`src/rtl/gpio_pkg.sv`:
```
// Shared register map, access-size codes and byte-lane helpers for the MMIO GPIO controller.
package gpio_pkg;

  localparam logic [2:0] REG_SW       = 3'd0;
  localparam logic [2:0] REG_BTN      = 3'd1;
  localparam logic [2:0] REG_EDGE     = 3'd2;
  localparam logic [2:0] REG_LED      = 3'd3;
  localparam logic [2:0] REG_IRQ_MASK = 3'd4;

  localparam logic [2:0] SZ_BYTE = 3'd0;
  localparam logic [2:0] SZ_HALF = 3'd1;
  localparam logic [2:0] SZ_WORD = 3'd2;

  // Unknown size codes fall back to a full-word access.
  function automatic logic [3:0] lane_mask(input logic [2:0] size, input logic [1:0] addr);
    case (size)
      SZ_BYTE: lane_mask = 4'b0001 << addr;
      SZ_HALF: lane_mask = addr[1] ? 4'b1100 : 4'b0011;
      default: lane_mask = 4'b1111;
    endcase
  endfunction

  function automatic logic [31:0] lane_bits(input logic [3:0] m);
    lane_bits = {{8{m[3]}}, {8{m[2]}}, {8{m[1]}}, {8{m[0]}}};
  endfunction

endpackage

```
`src/rtl/gpio_debounce.sv`:
```
// Two-flop synchroniser plus two-sample agreement debounce, sampled on a shared prescaler tick.
module gpio_debounce #(
  parameter int W = 1
) (
  input  logic         clk,
  input  logic         rst_n,
  input  logic         tick,
  input  logic [W-1:0] din,
  output logic [W-1:0] dout
);

  logic [W-1:0] sync1, sync2, samp, agree;

  assign agree = ~(sync2 ^ samp);

  always_ff @(posedge clk or negedge rst_n) begin
    if (!rst_n) begin
      sync1 <= '0;
      sync2 <= '0;
      samp  <= '0;
      dout  <= '0;
    end else begin
      sync1 <= din;
      sync2 <= sync1;
      if (tick) begin
        samp <= sync2;
        // A bit moves only when two consecutive tick samples agree.
        dout <= (dout & ~agree) | (sync2 & agree);
      end
    end
  end

endmodule

```
`src/rtl/mmio_gpio_ctrl.sv`:
```
// Memory-mapped GPIO controller on the Risc32 io bus: debounced switches/buttons, W1C edge capture, LED register.
// Optional macro GPIO_IRQ_EN adds an IRQ_MASK register and a registered irq output.
module mmio_gpio_ctrl
  import gpio_pkg::*;
#(
  parameter int SW_W     = 16,
  parameter int BTN_W    = 5,
  parameter int LED_W    = 16,
  parameter int DEB_TICK = 1000000
) (
  input  logic             clk,
  input  logic             rst_n,
  input  logic [31:0]      io_address,
  input  logic [31:0]      io_write_value,
  input  logic             io_write_en,
  input  logic             io_read_en,
  input  logic [2:0]       io_data_size,
  output logic [31:0]      io_read_value,
  input  logic [SW_W-1:0]  sw,
  input  logic [BTN_W-1:0] btn,
  output logic [LED_W-1:0] led
`ifdef GPIO_IRQ_EN
  ,
  output logic             irq
`endif
);

  localparam int DEB_CW = $clog2(DEB_TICK);

  logic [DEB_CW-1:0] pcnt;
  logic              tick;
  logic [SW_W-1:0]   sw_db;
  logic [BTN_W-1:0]  btn_db, btn_prev, edge_q, edge_clr;
  logic [2:0]        reg_idx;
  logic [31:0]       wmask, wbits, rdata;
  logic              wr_led, wr_edge;

  assign tick = (pcnt == DEB_CW'(DEB_TICK - 1));

  always_ff @(posedge clk or negedge rst_n) begin
    if (!rst_n)    pcnt <= '0;
    else if (tick) pcnt <= '0;
    else           pcnt <= pcnt + 1'b1;
  end

  gpio_debounce #(.W(SW_W)) u_sw_deb (
    .clk(clk), .rst_n(rst_n), .tick(tick), .din(sw), .dout(sw_db)
  );

  gpio_debounce #(.W(BTN_W)) u_btn_deb (
    .clk(clk), .rst_n(rst_n), .tick(tick), .din(btn), .dout(btn_db)
  );

  // Write data is lane-aligned on the bus; only the addressed lanes pass.
  assign reg_idx  = io_address[4:2];
  assign wmask    = lane_bits(lane_mask(io_data_size, io_address[1:0]));
  assign wbits    = io_write_value & wmask;
  assign wr_led   = io_write_en && (reg_idx == REG_LED);
  assign wr_edge  = io_write_en && (reg_idx == REG_EDGE);
  assign edge_clr = wr_edge ? wbits[BTN_W-1:0] : '0;

  always_ff @(posedge clk or negedge rst_n) begin
    if (!rst_n) begin
      btn_prev <= '0;
      edge_q   <= '0;
      led      <= '0;
    end else begin
      btn_prev <= btn_db;
      // A new rising edge beats a simultaneous software clear.
      edge_q   <= (edge_q & ~edge_clr) | (btn_db & ~btn_prev);
      if (wr_led)
        led <= (led & ~wmask[LED_W-1:0]) | wbits[LED_W-1:0];
    end
  end

`ifdef GPIO_IRQ_EN
  logic [BTN_W-1:0] irq_mask;

  always_ff @(posedge clk or negedge rst_n) begin
    if (!rst_n) begin
      irq_mask <= '0;
      irq      <= 1'b0;
    end else begin
      if (io_write_en && (reg_idx == REG_IRQ_MASK))
        irq_mask <= (irq_mask & ~wmask[BTN_W-1:0]) | wbits[BTN_W-1:0];
      irq <= |(edge_q & irq_mask);
    end
  end
`endif

  always_comb begin
    rdata = '0;
    case (reg_idx)
      REG_SW:       rdata = 32'(sw_db);
      REG_BTN:      rdata = 32'(btn_db);
      REG_EDGE:     rdata = 32'(edge_q);
      REG_LED:      rdata = 32'(led);
`ifdef GPIO_IRQ_EN
      REG_IRQ_MASK: rdata = 32'(irq_mask);
`endif
      default:      rdata = '0;
    endcase
  end

  // Sampled from pre-write state, so a same-cycle read sees the old value.
  always_ff @(posedge clk or negedge rst_n) begin
    if (!rst_n)          io_read_value <= '0;
    else if (io_read_en) io_read_value <= rdata;
  end

endmodule

```
`config.mk`:
```
export PLATFORM = sky130hd
export DESIGN_NAME = mmio_gpio_ctrl
export DESIGN_NICKNAME = d
export VERILOG_FILES = /design/src/rtl/gpio_pkg.sv /design/src/rtl/gpio_debounce.sv /design/src/rtl/mmio_gpio_ctrl.sv
export SDC_FILE = /design/constraint.sdc
export NUM_CORES = 1
export LEC_CHECK = 0
export ABC_CLOCK_PERIOD_IN_PS = 2600
export CAP_MARGIN = 5
export CORE_MARGIN = 2
export CORE_UTILIZATION = 50
export DETAILED_ROUTE_END_ITERATION = 12
export MAX_ROUTING_LAYER = met4
export PLACE_DENSITY = 0.78
export REMOVE_ABC_BUFFERS = 1
export SLEW_MARGIN = 20
export SYNTH_ARGS = -nofsm -noshare
export SYNTH_HDL_FRONTEND = slang
export SYNTH_SLANG_ARGS = --single-unit
```
`constraint.sdc`:
```
create_clock -name clk -period 2.6 [get_ports clk]
set_input_delay 0.78 -clock clk [delete_from_list [all_inputs] [get_ports clk]]
set_output_delay 0.78 -clock clk [all_outputs]
set_load 0.02 [all_outputs]
```
# After elaboration in Yosys (flattened, before gate mapping)
# Cells that the tools add are included.
[totals]
register_bits = 162
input_bits = 92
output_inout_bits = 48
wordCells = 50
[op_classes]
add_sub_neg = 1
eq_ne = 5
shifts = 1
muxes = 5
bitwise_logic = 21
n_reduce_logical = 4
[ops]
columns = ["operator", "count"]
rows = [
  ["16-bit bitwise AND", 4],
  ["16-bit one-hot mux with 4 select lines", 1],
  ["16-bit NOT", 3],
  ["16-bit bitwise OR", 2],
  ["20-bit by 1-bit adder with 20-bit output (second input constant)", 1],
  ["5-bit bitwise AND", 4],
  ["20-bit equality test (second input constant)", 1],
  ["20-bit two-way mux", 1],
  ["5-bit NOT", 4],
  ["16-bit XOR", 1],
  ["5-bit bitwise OR", 2],
  ["3-bit by 1-bit equality test with 1-bit output (second input constant)", 2],
  ["3-bit by 2-bit equality test with 1-bit output (second input constant)", 2],
  ["3-bit logical NOT", 2],
  ["5-bit two-way mux", 1],
  ["5-bit XOR", 1],
  ["2-bit one-hot mux with 2 select lines", 1],
  ["1-bit logical AND", 2],
  ["2-bit two-way mux", 1],
  ["1-bit by 2-bit left shift with 2-bit output (first input constant)", 1],
]

# Logic depth before layout (Yosys ltp)
# Gate-level depths: netlist of run 1.
[depth]
depth_word = 7
mapped_depth = 6

# By module
# A second synthesis of run 1 with hierarchy kept.
[unflattened]
cells_unflattened = 490
area_unflattened_um2 = 5980.7
[modules_own_cells]
columns = ["module", "instances", "cells_per_inst", "area_per_inst_um2", "seq_area_each_um2"]
rows = [
  ["mmio_gpio_ctrl", 1, 272, 2977.9, 1551.5],
  ["gpio_debounce at u_sw_deb", 1, 166, 2277.2, 1601.5],
  ["gpio_debounce at u_btn_deb", 1, 52, 725.7, 500.5],
]

# Worst setup path after synthesis of run 1
# No wires, ideal clock.
[synth_timing]
path_kind = "reg2reg"
start = "register pcnt[8]"
end = "register u_btn_deb.samp[0]"
setup_ns = 0.127
t_arrival_ns = 2.241
slack_ns = 0.231
path_stages_with_launch = 7
path_buffers = 2
synth_period_minus_slack_ns = 2.369
path_cell_list = "dfrtp_1 or4b_1 or4_1 buf_2 nor3_4 buf_6 mux2_1"
[synth_between]
elab_chain_cells = 1
[synth_rtl]
columns = ["item", "line", "text"]
rows = [
  ["from (decl)", "mmio_gpio_ctrl.sv:30", "logic [DEB_CW-1:0] pcnt;"],
  ["from (signal assigned)", "mmio_gpio_ctrl.sv:43", "else pcnt <= pcnt + 1'b1;"],
  ["20-bit equality test", "mmio_gpio_ctrl.sv:38", "assign tick = (pcnt == DEB_CW'(DEB_TICK - 1));"],
  ["to (signal assigned)", "gpio_debounce.sv:26", "samp <= sync2;"],
  ["to (decl)", "gpio_debounce.sv:12", "logic [W-1:0] sync1, sync2, samp, agree;"],
]
# No other way between the ends.
# A chain may end at the register's enable or synchronous reset.

==> results of run 1 <==
power groups by stage:
| stage | combinational (mW) | clock (mW) | sequential [mW] |
|---|---|---|---|
| floorplan | 0.127 | 0 | 2.57 |
| global placement | 0.529 | 0 | 2.49 |
| detailed placement | 0.536 | 0 | 2.50 |
| CTS | 0.542 | 2.47 | 2.46 |
| global route | 0.570 | 2.56 | 2.47 |
| finish | 0.535 | 2.42 | 2.46 |
metrics by stage:
step	setup slack, ps	power (mW)	instances
after floorplan	-731	2.69	417
after global placement	29.5	3.02	664
after detailed placement	-13.6	3.04	664
after CTS	11.6	5.47	695
after global routing	-38.1	5.61	695
final	42.6	5.42	695
worst paths after layout:
check | start | endpoint | slack (ps) | cells past startpoint
min in group clk | u_sw_deb.sync1[1]$_DFF_PN0_ | u_sw_deb.sync2[1]$_DFF_PN0_ | 350 | 0
min reg2reg | u_sw_deb.sync1[1]$_DFF_PN0_ | u_sw_deb.sync2[1]$_DFF_PN0_ | 350 | 0
max in group asynchronous | rst_n | io_read_value[13]$_DFFE_PN0P_ | 1640 | 2
min | rst_n | asynchronous set/reset pin | 300 | 1
max reg2reg | pcnt[8]$_DFF_PN0_ | flip-flop | 40 | 5
max | pcnt[8]$_DFF_PN0_ | flip-flop | 40 | 5
layout by cell type, fill, tap and decap left out, types with 17 or more instances in the layout:
cell type	Yosys	layout
dfrtp_1	146	145
nor4b_1	19	19
o22a_1	21	21
clkbuf_16	0	17
o41a_1	21	21
inv_1	29	29
mux2_2	17	17
mux2_1	20	20
buf_4	16	19
clkdlybuf4s50_1	0	79
kinds of logic (layout without fill, tap and decap cells):
kind of cell | after synthesis | in the layout | share of synthesized area (%)
compound gates | 86 | 86 | 12.1
xor+xnor | 13 | 13 | 1.92
fa+ha+maj | 1 | 1 | 0.211
buf+inv | 73 | 164 | 6.22
flops | 146 | 146 | 61.6
mux | 42 | 42 | 8.92
other cells | 1 | 16 | 0.0632
simple gates | 84 | 84 | 8.99
layer usage:
layer | up-vias | wire length, um | global-route usage [%]
met5 | - | 0 | -
li1 | 1806 | - | -
met2 | 116 | 6430 | 34.4
met1 | 2014 | 5380 | 27.0
met3 | 17 | 594 | 5.09
met4 | 0 | 157 | 7.32
final cells by class:
class / count / share of cell area (%)
clock buffers: 20 / 6.06
clock inverters: 11 / 1.81
inverters: 29 / 1.44
multi-input cells: 242 / 26.1
flip-flops and latches: 146 / 48.5
well taps: 143 / 2.37
repair buffers: 104 / 13.7
worst max-delay path: stages, from the launching register on:
cell and delay, ps:
dfrtp_1 380, or4b_1 530, or4_2 740, buf_4 270, o41a_1 330, o22a_1 180
==> out/metrics.yaml, run 1 <==
status: "complete, but fails checks"
violations: "DRC"
grt_pass1_vias: 4089
multi_input_area_um2: 1970
syn_inst: 446
antennaDiodeCount: 0
fin_tns_setup_ps: 0
clk_path_buf_depth: 2
grt_pass1_wl_um: 20400
placed_cell_area_um2: 6940
worstPathArrival_ps: 2860
die_h_um: 113
async_reset_ff_share_pct: 100
fin_crit_sh_pct: 98.4
synth.distinct_cells: 40
gp_congestion: 0.812
start_util_pct: 51.5
synth_common_cells: "dfrtp_1, inv_1, o22a_1, o41a_1"
cts-hold-fix-buffers: 0
critical_path_class: "reg -> reg"
netlist_area_um2: 5930
ys.flop_type: "dfrtp_1"
place_hpwl_um: 8350
synth.most_common_cell: "dfrtp_1"
cts.clk_slew.worst_paths_ps: 50
h-tree-depth: 4
tightest_slew_ps: 1020
die_w_um: 113
ys_seq_area_share_pct: 61.6
avgRoutedWirePerCell_um: 18.1
grt_max_degree: 61
ir_drop_uv: 431
worstPathMaxFanout: 25
p_leak_nw: 3.53
ys_seq_elements: 146
io_pins: 140
areaGrowthSynthToFinish_pct: 27.1
initialDrtViolationCount: 274
cp-start-kind: "flip-flop"
p_clk_share_pct: 44.7
period_minus_slack_ps: 2560
seq_area_um2: 3650
fillers: 858
p_per_area_nw_per_um2: 719
drive_gt1_share_pct: 14.9
slew_headroom_pct: 31.7
coreArea_um2: 11500
synth_edf_count: 0
cap_violations: 0
end_kind: "flip-flop"
clock_skew_ps: 6.21
ant_nets: 0
rows: 39
hp-class: "in -> async"
combPwrFrac_pct: 9.9
clock_latency_ps: 410
cts_buffers: 17
finalNetCount: 633
rsz0062_at_grt: "yes"
yosys-top-cells-area: "dfrtp_1, o41a_1, mux2_1"
antenna_found_initial: 0
max_freq_mhz: 391
die_area_um2: 12800
yosys_warnings: 0
finalSetupViolations: 0
hold_ws_ps: 299
stdcell_area_um2: 7540
num_vias: 3953
synth_top_cell_by_area: "dfrtp_1"
numPortBuffers: 80
overflow: 0
switching_share_pct: 22.5
switching_power_mw: 1.22
cts_setup_buffers: 0
root_buffer: "clkbuf_16"
post-route-util_pct: 65.5
final-max-slew-violation-count: 0
postSynthAreaPerCell_um2: 13.3
vias_per_cell: 5.69
timing.final.hold_violations: 0
drc: 9
grt_use_total_pct: 21.4
p_seq_share_pct: 45.4
critPathRequiredTime_ps: 2900
p_int_mw: 4.20
cts_tree: "done"
cts_resized: 0
numClockSinks: 146
dr.pass1.iters: 8
drt-total-wl_um: 12600
synth_top_cell_area_share_pct: 61.6
No activity file was read; power rests on OpenSTA's default activity.
==> run 2: changes to the inputs <==
--- a/config.mk
+++ b/config.mk
@@ -9,11 +9,11 @@
 export CAP_MARGIN = 5
 export CORE_MARGIN = 2
 export CORE_UTILIZATION = 50
+export CTS_CLUSTER_SIZE = 16
 export DETAILED_ROUTE_END_ITERATION = 12
 export MAX_ROUTING_LAYER = met4
 export PLACE_DENSITY = 0.78
 export REMOVE_ABC_BUFFERS = 1
-export SLEW_MARGIN = 20
 export SYNTH_ARGS = -nofsm -noshare
 export SYNTH_HDL_FRONTEND = slang
 export SYNTH_SLANG_ARGS = --single-unit
==> results of run 2 <==
Same layout as run 1: the final DEF is identical, and so are final timing and power.
==> run 3: changes to the inputs <==
--- a/config.mk
+++ b/config.mk
@@ -14,6 +14,7 @@
 export MAX_ROUTING_LAYER = met4
 export PLACE_DENSITY = 0.78
 export REMOVE_ABC_BUFFERS = 1
+export SLEW_MARGIN = 30
 export SYNTH_ARGS = -nofsm -noshare
 export SYNTH_HDL_FRONTEND = slang
 export SYNTH_SLANG_ARGS = --single-unit
==> run 3 against run 2 <==
Net effect: the run still ends with DRC left; sequential share of layout area about the same; first-iteration DRC count unchanged; global-route usage unchanged; final area about the same; utilization about the same; setup slack worse by 3.8 ps; register-to-register slack about the same; die area unchanged; clock skew about the same; highest routed layer unchanged.
==> out/metrics.yaml, run 3 (synthesis gave the netlist of run 1 again) <==
status: "complete, but fails checks"
violations: "DRC"
vias_per_cell: 5.71  # +0.33%
ir_drop_uv: 432  # +0.18%
final_common_cell: "dfrtp_1"
areaGrowthSynthToFinish_pct: 27.2  # about the same
worstPathMaxFanout: 25  # unchanged
max_freq_mhz: 390  # -0.15%
antennaDiodeCount: 0  # unchanged
ant_nets: 0  # unchanged
finalSetupViolations: 0  # unchanged
dpl_worst_slack_ps: -13.6  # unchanged
coreArea_um2: 11500  # unchanged
num_vias: 3966  # +0.33%
p_seq_share_pct: 45.4  # about the same
r2r_cells: 5  # unchanged
cts_buffers: 17  # unchanged
die_w_um: 113  # unchanged
finalWorstSetupSlack_ps: 38.9  # -3.77 ps
fin_crit_sh_pct: 98.5  # +0.14 points
avgRoutedWirePerCell_um: 18.1  # about the same
multi_input_area_um2: 1970  # +0.13%
mostFrequentLayoutCells: "dfrtp_1, clkdlybuf4s50_1, inv_1"
drt-total-wl_um: 12600  # about the same
die_h_um: 113  # unchanged
place_hpwl_um: 8350  # unchanged
cp-start-kind: "flip-flop"
hp-class: "in -> async"
p_leak_nw: 3.53  # about the same
p_int_mw: 4.20  # about the same
clock_latency_ps: 410  # about the same
cts_tree: "done"
overflow: 0  # unchanged
fillers: 857  # -0.12%
p_per_area_nw_per_um2: 718  # about the same
gp_congestion: 0.812  # unchanged
cts.clk_slew.worst_paths_ps: 50  # about the same
rsz0062_at_grt: "yes"
io_pins: 140  # unchanged
finalPower_mw: 5.42  # about the same
h-tree-depth: 4  # unchanged
numClockSinks: 146  # unchanged
end_kind: "flip-flop"
worstPathArrival_ps: 2860  # about the same
dr.pass1.iters: 8  # unchanged
start_util_pct: 51.5  # unchanged
drc: 9  # unchanged
combPwrFrac_pct: 9.9  # about the same
timing.rr.start: "pcnt[8]$_DFF_PN0_"
switching_share_pct: 22.5  # about the same
clk_path_buf_depth: 2  # unchanged
tightest_slew_ps: 631  # -390 ps
grt_pass1_wl_um: 20400  # unchanged
grt_max_degree: 61  # unchanged
timing.final.hold_violations: 0  # unchanged
worstSetupStartpoint: "pcnt[8]$_DFF_PN0_"
p_clk_share_pct: 44.7  # about the same
initialDrtViolationCount: 274  # unchanged
seq_area_um2: 3650  # unchanged
finalNetCount: 633  # unchanged
period_minus_slack_ps: 2560  # +3.77 ps
switching_power_mw: 1.22  # about the same
cap_violations: 0  # unchanged
grt_use_total_pct: 21.4  # unchanged
numPortBuffers: 80  # unchanged
grt_pass1_vias: 4089  # unchanged
critical_path_class: "reg -> reg"
antenna_found_initial: 0  # unchanged
slew_headroom_pct: 57.9  # +26 points
final-max-slew-violation-count: 0  # unchanged
clock_skew_ps: 6.18  # -0.0301 ps
r2r_slack_ps: 40  # about the same
critPathRequiredTime_ps: 2900  # about the same
root_buffer: "clkbuf_16"
rows: 39  # unchanged
die_area_um2: 12800  # unchanged
drive_gt1_share_pct: 15.0  # +0.18 points
-- run 3: cell types whose count changed in the layout (fill, tap and decap cells not counted) --
cell	before	now
nor2_1	12	11
nor2_2	0	1
-- run 3: worst min path at each step --
stage / start / to / slack (ps) / cells after the start
6_report: rst_n / asynchronous set/reset pin / 300 / 1
5_1_grt: rst_n / u_sw_deb.sync2[4]$_DFF_PN0_ / 330 / 1
4_1_cts: rst_n / u_sw_deb.sync2[4]$_DFF_PN0_ / 310 / 1
3_5_place_dp: u_sw_deb.sync1[13]$_DFF_PN0_ / u_sw_deb.sync2[13]$_DFF_PN0_ / 340 / 0
3_3_place_gp: u_sw_deb.sync1[11]$_DFF_PN0_ / u_sw_deb.sync2[11]$_DFF_PN0_ / 330 / 0
2_1_floorplan: u_btn_deb.sync1[0]$_DFF_PN0_ / u_btn_deb.sync2[0]$_DFF_PN0_ / 330 / 0
-- run 3: critical path, stage by stage, from the launching register on --
cell     delay [ps]
dfrtp_1         380
or4b_1          530
or4_2           740
buf_4           270
o41a_1          340
o22a_1          180
-- run 3: cell type report --
| cell class | count | share of cell area [%] |
|---|---|---|
| inverter | 29 | 1.44 |
| clock inverter | 11 | 1.81 |
| tap | 143 | 2.37 |
| timing repair buffer | 104 | 13.7 |
| sequential | 146 | 48.4 |
| clock buffer | 20 | 6.05 |
| multi-input combinational | 242 | 26.1 |
-- run 3: what timing repair did --
item / CTS / global route
hold buffers: 0 / 0
gates resized for setup: 0 / 1
endpoints found under the setup margin: 0 / 5
buffers inserted: 0 / 0
-- run 3: power by group through the flow --
stage / Combinational (mW) / Clock (mW) / Sequential, mW
final: 0.536 / 2.42 / 2.46
after global routing: 0.571 / 2.56 / 2.47
after CTS: 0.542 / 2.47 / 2.46
after detailed placement: 0.536 / 0 / 2.50
after global placement: 0.529 / 0 / 2.49
after floorplan: 0.127 / 0 / 2.57
-- run 3: per-stage QoR --
stage | instances | area, um2 | hold WS, ps | TNS, ps | utilization (%)
floorplan | 417 | 5730 | 331 | -20180 | -
global placement | 664 | 6940 | 333 | 0 | 60.3
detailed placement | 664 | 6940 | 336 | -24.9 | 60.3
CTS | 695 | 7540 | 306 | 0 | 65.4
global route | 695 | 7540 | 328 | -198 | 65.5
finish | 695 | 7540 | 299 | 0 | 65.5
-- run 3: per-layer routing --
layer	up-vias	share of wire (%)	GRT usage, %
met3	17	4.7	5.09
met1	2028	43	27.0
met4	0	1.2	7.32
met2	116	51	34.4
met5	-	0	-
li1	1805	-	-
==> patch 1: new RTL, settings of run 2 <==
Set the parameter `BTN_W` to 10 (it was 5).
--- a/src/rtl/mmio_gpio_ctrl.sv
+++ b/src/rtl/mmio_gpio_ctrl.sv
@@ -5,5 +5,5 @@
 #(
   parameter int SW_W     = 16,
-  parameter int BTN_W    = 5,
+  parameter int BTN_W    = 10,
   parameter int LED_W    = 16,
   parameter int DEB_TICK = 1000000
Interface: changed (resized btn); port bits go from 140 to 145. No check against the original RTL was run, so the function may have changed too.
==> patch 1 against run 2 <==
  * Hold slack got worse by 20 ps
  * Area after synthesis increased by 15%
  * Wire length increased by 15%
  * Power increased by 13%
  * Critical path type unchanged
  * Sequential cell count increased by 30
  * Setup slack improved by 280 ps
  * Global-route usage increased by 0.73 points
  * Synthesized cell count increased by 16%
  * First-iteration DRC count increased by 17%
  * Design area increased by 13%
  * Fmax increased by 12%
==> patch 1: results (changes against run 2) <==
status finished, final reports clean; pin count of the biggest net entering global routing 54 (-11%); Peak VDD IR 494 uV (+15%); worst-path maximum fanout 24 (-4.0%); worst stage delay on the critical path 580 ps (-160 ps); dpl cell area 7920 sq um (+14%); Setup WS pre-CTS 110 ps (+123 ps); nets@finish 719 (+14%); worst endpoint data arrival time 2590 ps (-270 ps); Worst-Skew Late Latency 440 ps (+30 ps); GRT Total Usage 22.1% (+0.73 points); Post-synth top cells dfrtp_1 (176), inv_1 (55), nand4_1 (38); post-synthesis compound-gate area fraction 9.30% (-2.8 points); Leakage 3.69 nW (+4.5%); placed insts 778 (+17%); Setup Skew 11.0 ps (+4.78 ps); Worst path slowest cell or4_1; fin cells 810 (+17%); worst-margin pin slew 609 ps (-413 ps); Distinct cells, synth 43 (+7.5%); vias in the first global route 4601 (+13%); Pre-antenna DRT Iters 4 (-4); post-synthesis mux area share 10.2% (+1.3 points); WHS 279 ps (-20.1 ps); Placer Congestion 0.823 (+1.3%); XOR/XNOR share of the synthesized area 1.67% (-0.25 points); Mapped Avg Cell Area 13.2 sq um (-1.0%)
[patch 1: how the worst max path moves through the flow]
stage	start	end	slack (ps)	depth (start not counted)
final	pcnt[7]	u_sw_deb.samp[10]	320	5
after CTS	pcnt[7]	u_sw_deb.samp[15]	320	5
after global routing	pcnt[7]	u_sw_deb.samp[15]	200	5
after detailed placement	io_write_en	register	110	5
after floorplan	pcnt[0]	u_btn_deb.samp[9]	-1540	5
after global placement	io_write_en	register	150	5
[patch 1: area by class of cell]
type,instances,area (sq um)
Sequential cell,176,4400
Inverter,55,206
Multi-Input combinational cell,267,2060
Clock buffer,19,453
Clock inverter,13,129
Timing Repair Buffer,104,1030
Fill cell,1001,4790
Tap cell,176,220
[patch 1: metal layers]
layer	routed length, um	track usage, %
met1	6060	28.1
met5	0	-
met2	7240	34.2
met3	943	5.92
met4	252	8.72
[patch 1: worst reg2reg max path, delay by kind of cell, from the launching register on]
family                 cells  cell delay, ps
AND/OR/NAND/NOR            3            1090
flip-flops                 1             410
buffers and inverters      1             300
multiplexers               1             370
[patch 1: power breakdown]
part | switching (mW) | leakage [nW] | total [mW] | internal [mW]
clock network | 1.08 | 0.268 | 2.46 | 1.38
logic | 0.311 | 1.15 | 0.650 | 0.338
registers | 0.107 | 2.28 | 3.00 | 2.89
total | 1.49 | 3.69 | 6.11 | 4.61
[patch 1: stage by stage]
| stage | util [%] | power [mW] |
|---|---|---|
| after floorplan | - | 3.29 |
| after detailed placement | 59.6 | 3.70 |
| after global placement | 59.6 | 3.67 |
| after global routing | 64.0 | 6.33 |
| after CTS | 64.0 | 6.15 |
| final | 64.0 | 6.11 |
==> patch 2: new RTL, settings of run 2 <==
Without the edit above. Register the inputs `io_address`, `io_write_value`, `io_read_en`, `io_data_size`, `sw` and `btn` before use, cleared by the reset. The logic sees them one clock later. The other inputs are not delayed to match.
--- a/src/rtl/mmio_gpio_ctrl.sv
+++ b/src/rtl/mmio_gpio_ctrl.sv
@@ -28,4 +28,29 @@
   localparam int DEB_CW = $clog2(DEB_TICK);
 
+  logic [31:0] io_address_q;
+  logic [31:0] io_write_value_q;
+  logic io_read_en_q;
+  logic [2:0] io_data_size_q;
+  logic [SW_W-1:0] sw_q;
+  logic [BTN_W-1:0] btn_q;
+
+  always_ff @(posedge clk or negedge rst_n) begin
+    if (!rst_n) begin
+      io_address_q     <= '0;
+      io_write_value_q <= '0;
+      io_read_en_q     <= '0;
+      io_data_size_q   <= '0;
+      sw_q             <= '0;
+      btn_q            <= '0;
+    end else begin
+      io_address_q     <= io_address;
+      io_write_value_q <= io_write_value;
+      io_read_en_q     <= io_read_en;
+      io_data_size_q   <= io_data_size;
+      sw_q             <= sw;
+      btn_q            <= btn;
+    end
+  end
+
   logic [DEB_CW-1:0] pcnt;
   logic              tick;
@@ -45,15 +70,15 @@
 
   gpio_debounce #(.W(SW_W)) u_sw_deb (
-    .clk(clk), .rst_n(rst_n), .tick(tick), .din(sw), .dout(sw_db)
+    .clk(clk), .rst_n(rst_n), .tick(tick), .din(sw_q), .dout(sw_db)
   );
 
   gpio_debounce #(.W(BTN_W)) u_btn_deb (
-    .clk(clk), .rst_n(rst_n), .tick(tick), .din(btn), .dout(btn_db)
+    .clk(clk), .rst_n(rst_n), .tick(tick), .din(btn_q), .dout(btn_db)
   );
 
   // Write data is lane-aligned on the bus; only the addressed lanes pass.
-  assign reg_idx  = io_address[4:2];
-  assign wmask    = lane_bits(lane_mask(io_data_size, io_address[1:0]));
-  assign wbits    = io_write_value & wmask;
+  assign reg_idx  = io_address_q[4:2];
+  assign wmask    = lane_bits(lane_mask(io_data_size_q, io_address_q[1:0]));
+  assign wbits    = io_write_value_q & wmask;
   assign wr_led   = io_write_en && (reg_idx == REG_LED);
   assign wr_edge  = io_write_en && (reg_idx == REG_EDGE);
@@ -106,5 +131,5 @@
   always_ff @(posedge clk or negedge rst_n) begin
     if (!rst_n)          io_read_value <= '0;
-    else if (io_read_en) io_read_value <= rdata;
+    else if (io_read_en_q) io_read_value <= rdata;
   end
 
Function: changed (Yosys sat finds a counterexample within 4 cycles, from zero or initial values and one cycle with rst_n low).
==> patch 2 against run 2 <==
  * Utilization shrank 2.5 points
  * Sequential power grew 31%
  * Design area grew 17%
  * Area after synthesis grew 22%
  * Hold slack gained 21 ps
  * Critical path depth shrank 1
  * Largest power group unchanged
  * Wire length grew 19%
  * Setup slack gained 160 ps
  * Fmax grew 6.8%
  * Die area grew 21%
  * Sequential cell count grew 46
  * Combinational power grew 3%
  * Power grew 18%
==> patch 2: results (changes against run 2) <==
worst endpoint data arrival time 2690 ps (-170 ps); Pre-antenna DRT Iters 5 (-3); Adder-Cell Fraction of Synth Area 0.173% (-0.038 points); top cells by area, synth dfrtp_1 (66%), mux2_2 (5.8%), o32ai_2 (4.1%); Post-synth ARST share 100% (unchanged); worst-path maximum fanout 24 (-4.0%); clk slew on worst S/H paths 70 ps (+20 ps); top_reg_cell synth dfrtp_1; nets@finish 696 (+10%); worst stage delay on the critical path 770 ps (+30 ps); GRT Total Usage 21.1% (-0.24 points); Root Buffer Master clkbuf_16; global-route wire length before repair 25100 um (+23%); hpwl dp 9620 um (+15%); post-synthesis compound-gate area fraction 10.8% (-1.3 points); Peak VDD IR 519 uV (+20%); n_diodes 0 (unchanged); vias in the first global route 4789 (+17%); post-synthesis mux area share 7.46% (-1.5 points); # port buffers 80 (unchanged); Placer Congestion 0.846 (+4.1%); Worst Hold Class in -> async; Leakage 3.75 nW (+6.3%); Post-synth top cells dfrtp_1 (192), mux2_2 (37), nor2_1 (34); dpl cell area 8200 sq um (+18%); routed len/inst 18.7 um (+3.5%); layout cells sized above 1 18.7% (+3.8 points); Setup Skew 8.04 ps (+1.82 ps); Slew headroom 41.1% (+9.5 points); crit-path leading delay family simple AND/OR/NAND/NOR gates; initial DRC count 422 (+54%); Distinct cells, synth 42 (+5.0%); pin count of the biggest net entering global routing 62 (+1.6%); Worst path slowest cell or4_4; XOR/XNOR share of the synthesized area 1.70% (-0.22 points); routed via count 4548 (+15%); yosys warns 0 (unchanged); status finished, final reports clean; Num CTS Buffers 17 (unchanged); Seq/Total Area, Yosys 66.5% (+4.9 points)
==> patch 2: cell count changes after synthesis, moves of 5 or more <==
cell | before | now
a41oi_1 | 0 | 21
nand2_1 | 9 | 4
nor3_1 | 0 | 6
mux2_1 | 20 | 0
or3_1 | 2 | 21
dfrtp_1 | 146 | 192
nor4b_1 | 19 | 0
o32ai_2 | 0 | 18
o22a_1 | 21 | 0
o41a_1 | 21 | 0
nor2_1 | 12 | 34
mux2_2 | 17 | 37
==> patch 2: kinds of logic (layout without fill, tap and decap cells) <==
kind of cell / Yosys count / after routing
DFF: 192 / 192
and+or+nand+nor: 111 / 111
AOI/OAI and AO/OA: 82 / 82
buffers and inverters: 72 / 157
muxes: 43 / 43
xor gates and xnor gates: 14 / 14
adders and majority gates: 1 / 1
other: 1 / 16
==> patch 2: layout make-up <==
cell class / count / area [sq um]
Multi-Input combinational cell: 267 / 2120
Timing Repair Buffer: 96 / 950
Clock buffer: 17 / 425
Tap cell: 180 / 225
Fill cell: 1010 / 5180
Inverter: 29 / 109
Clock inverter: 15 / 179
Sequential cell: 192 / 4800
==> patch 2: power breakdown <==
group          internal (mW)  switching [mW]
clock network           1.45            1.15
logic                  0.276           0.275
registers               3.13          0.0965
total                   4.85            1.52
==> patch 2: worst paths after layout <==
path,from,endpoint,slack [ps],cells after the start
setup / recovery,pcnt[7],register,210,4
hold / removal,rst_n,u_sw_deb.sync1[10],320,1
setup reg to reg,pcnt[7],register,210,4
hold reg to reg,sw_q[11],u_sw_deb.sync1[11],350,0
max in group asynchronous,rst_n,async pin,1540,2
min in group clk,sw_q[11],u_sw_deb.sync1[11],350,0
==> patch 2: per-layer routing <==
| layer | share of wire (%) | GRT usage, % | up-vias |
|---|---|---|---|
| met5 | 0 | - | - |
| met2 | 52 | 33.8 | 165 |
| met3 | 5.2 | 4.95 | 13 |
| met4 | 1.2 | 6.28 | 0 |
| li1 | - | - | 2001 |
| met1 | 41 | 27.3 | 2369 |
==> patch 2: stage by stage <==
stage	setup WS (ps)	instances
5_1_grt	132	796
2_1_floorplan	-2220	488
4_1_cts	211	796
6_report	206	796
3_5_place_dp	258	764
3_3_place_gp	323	764
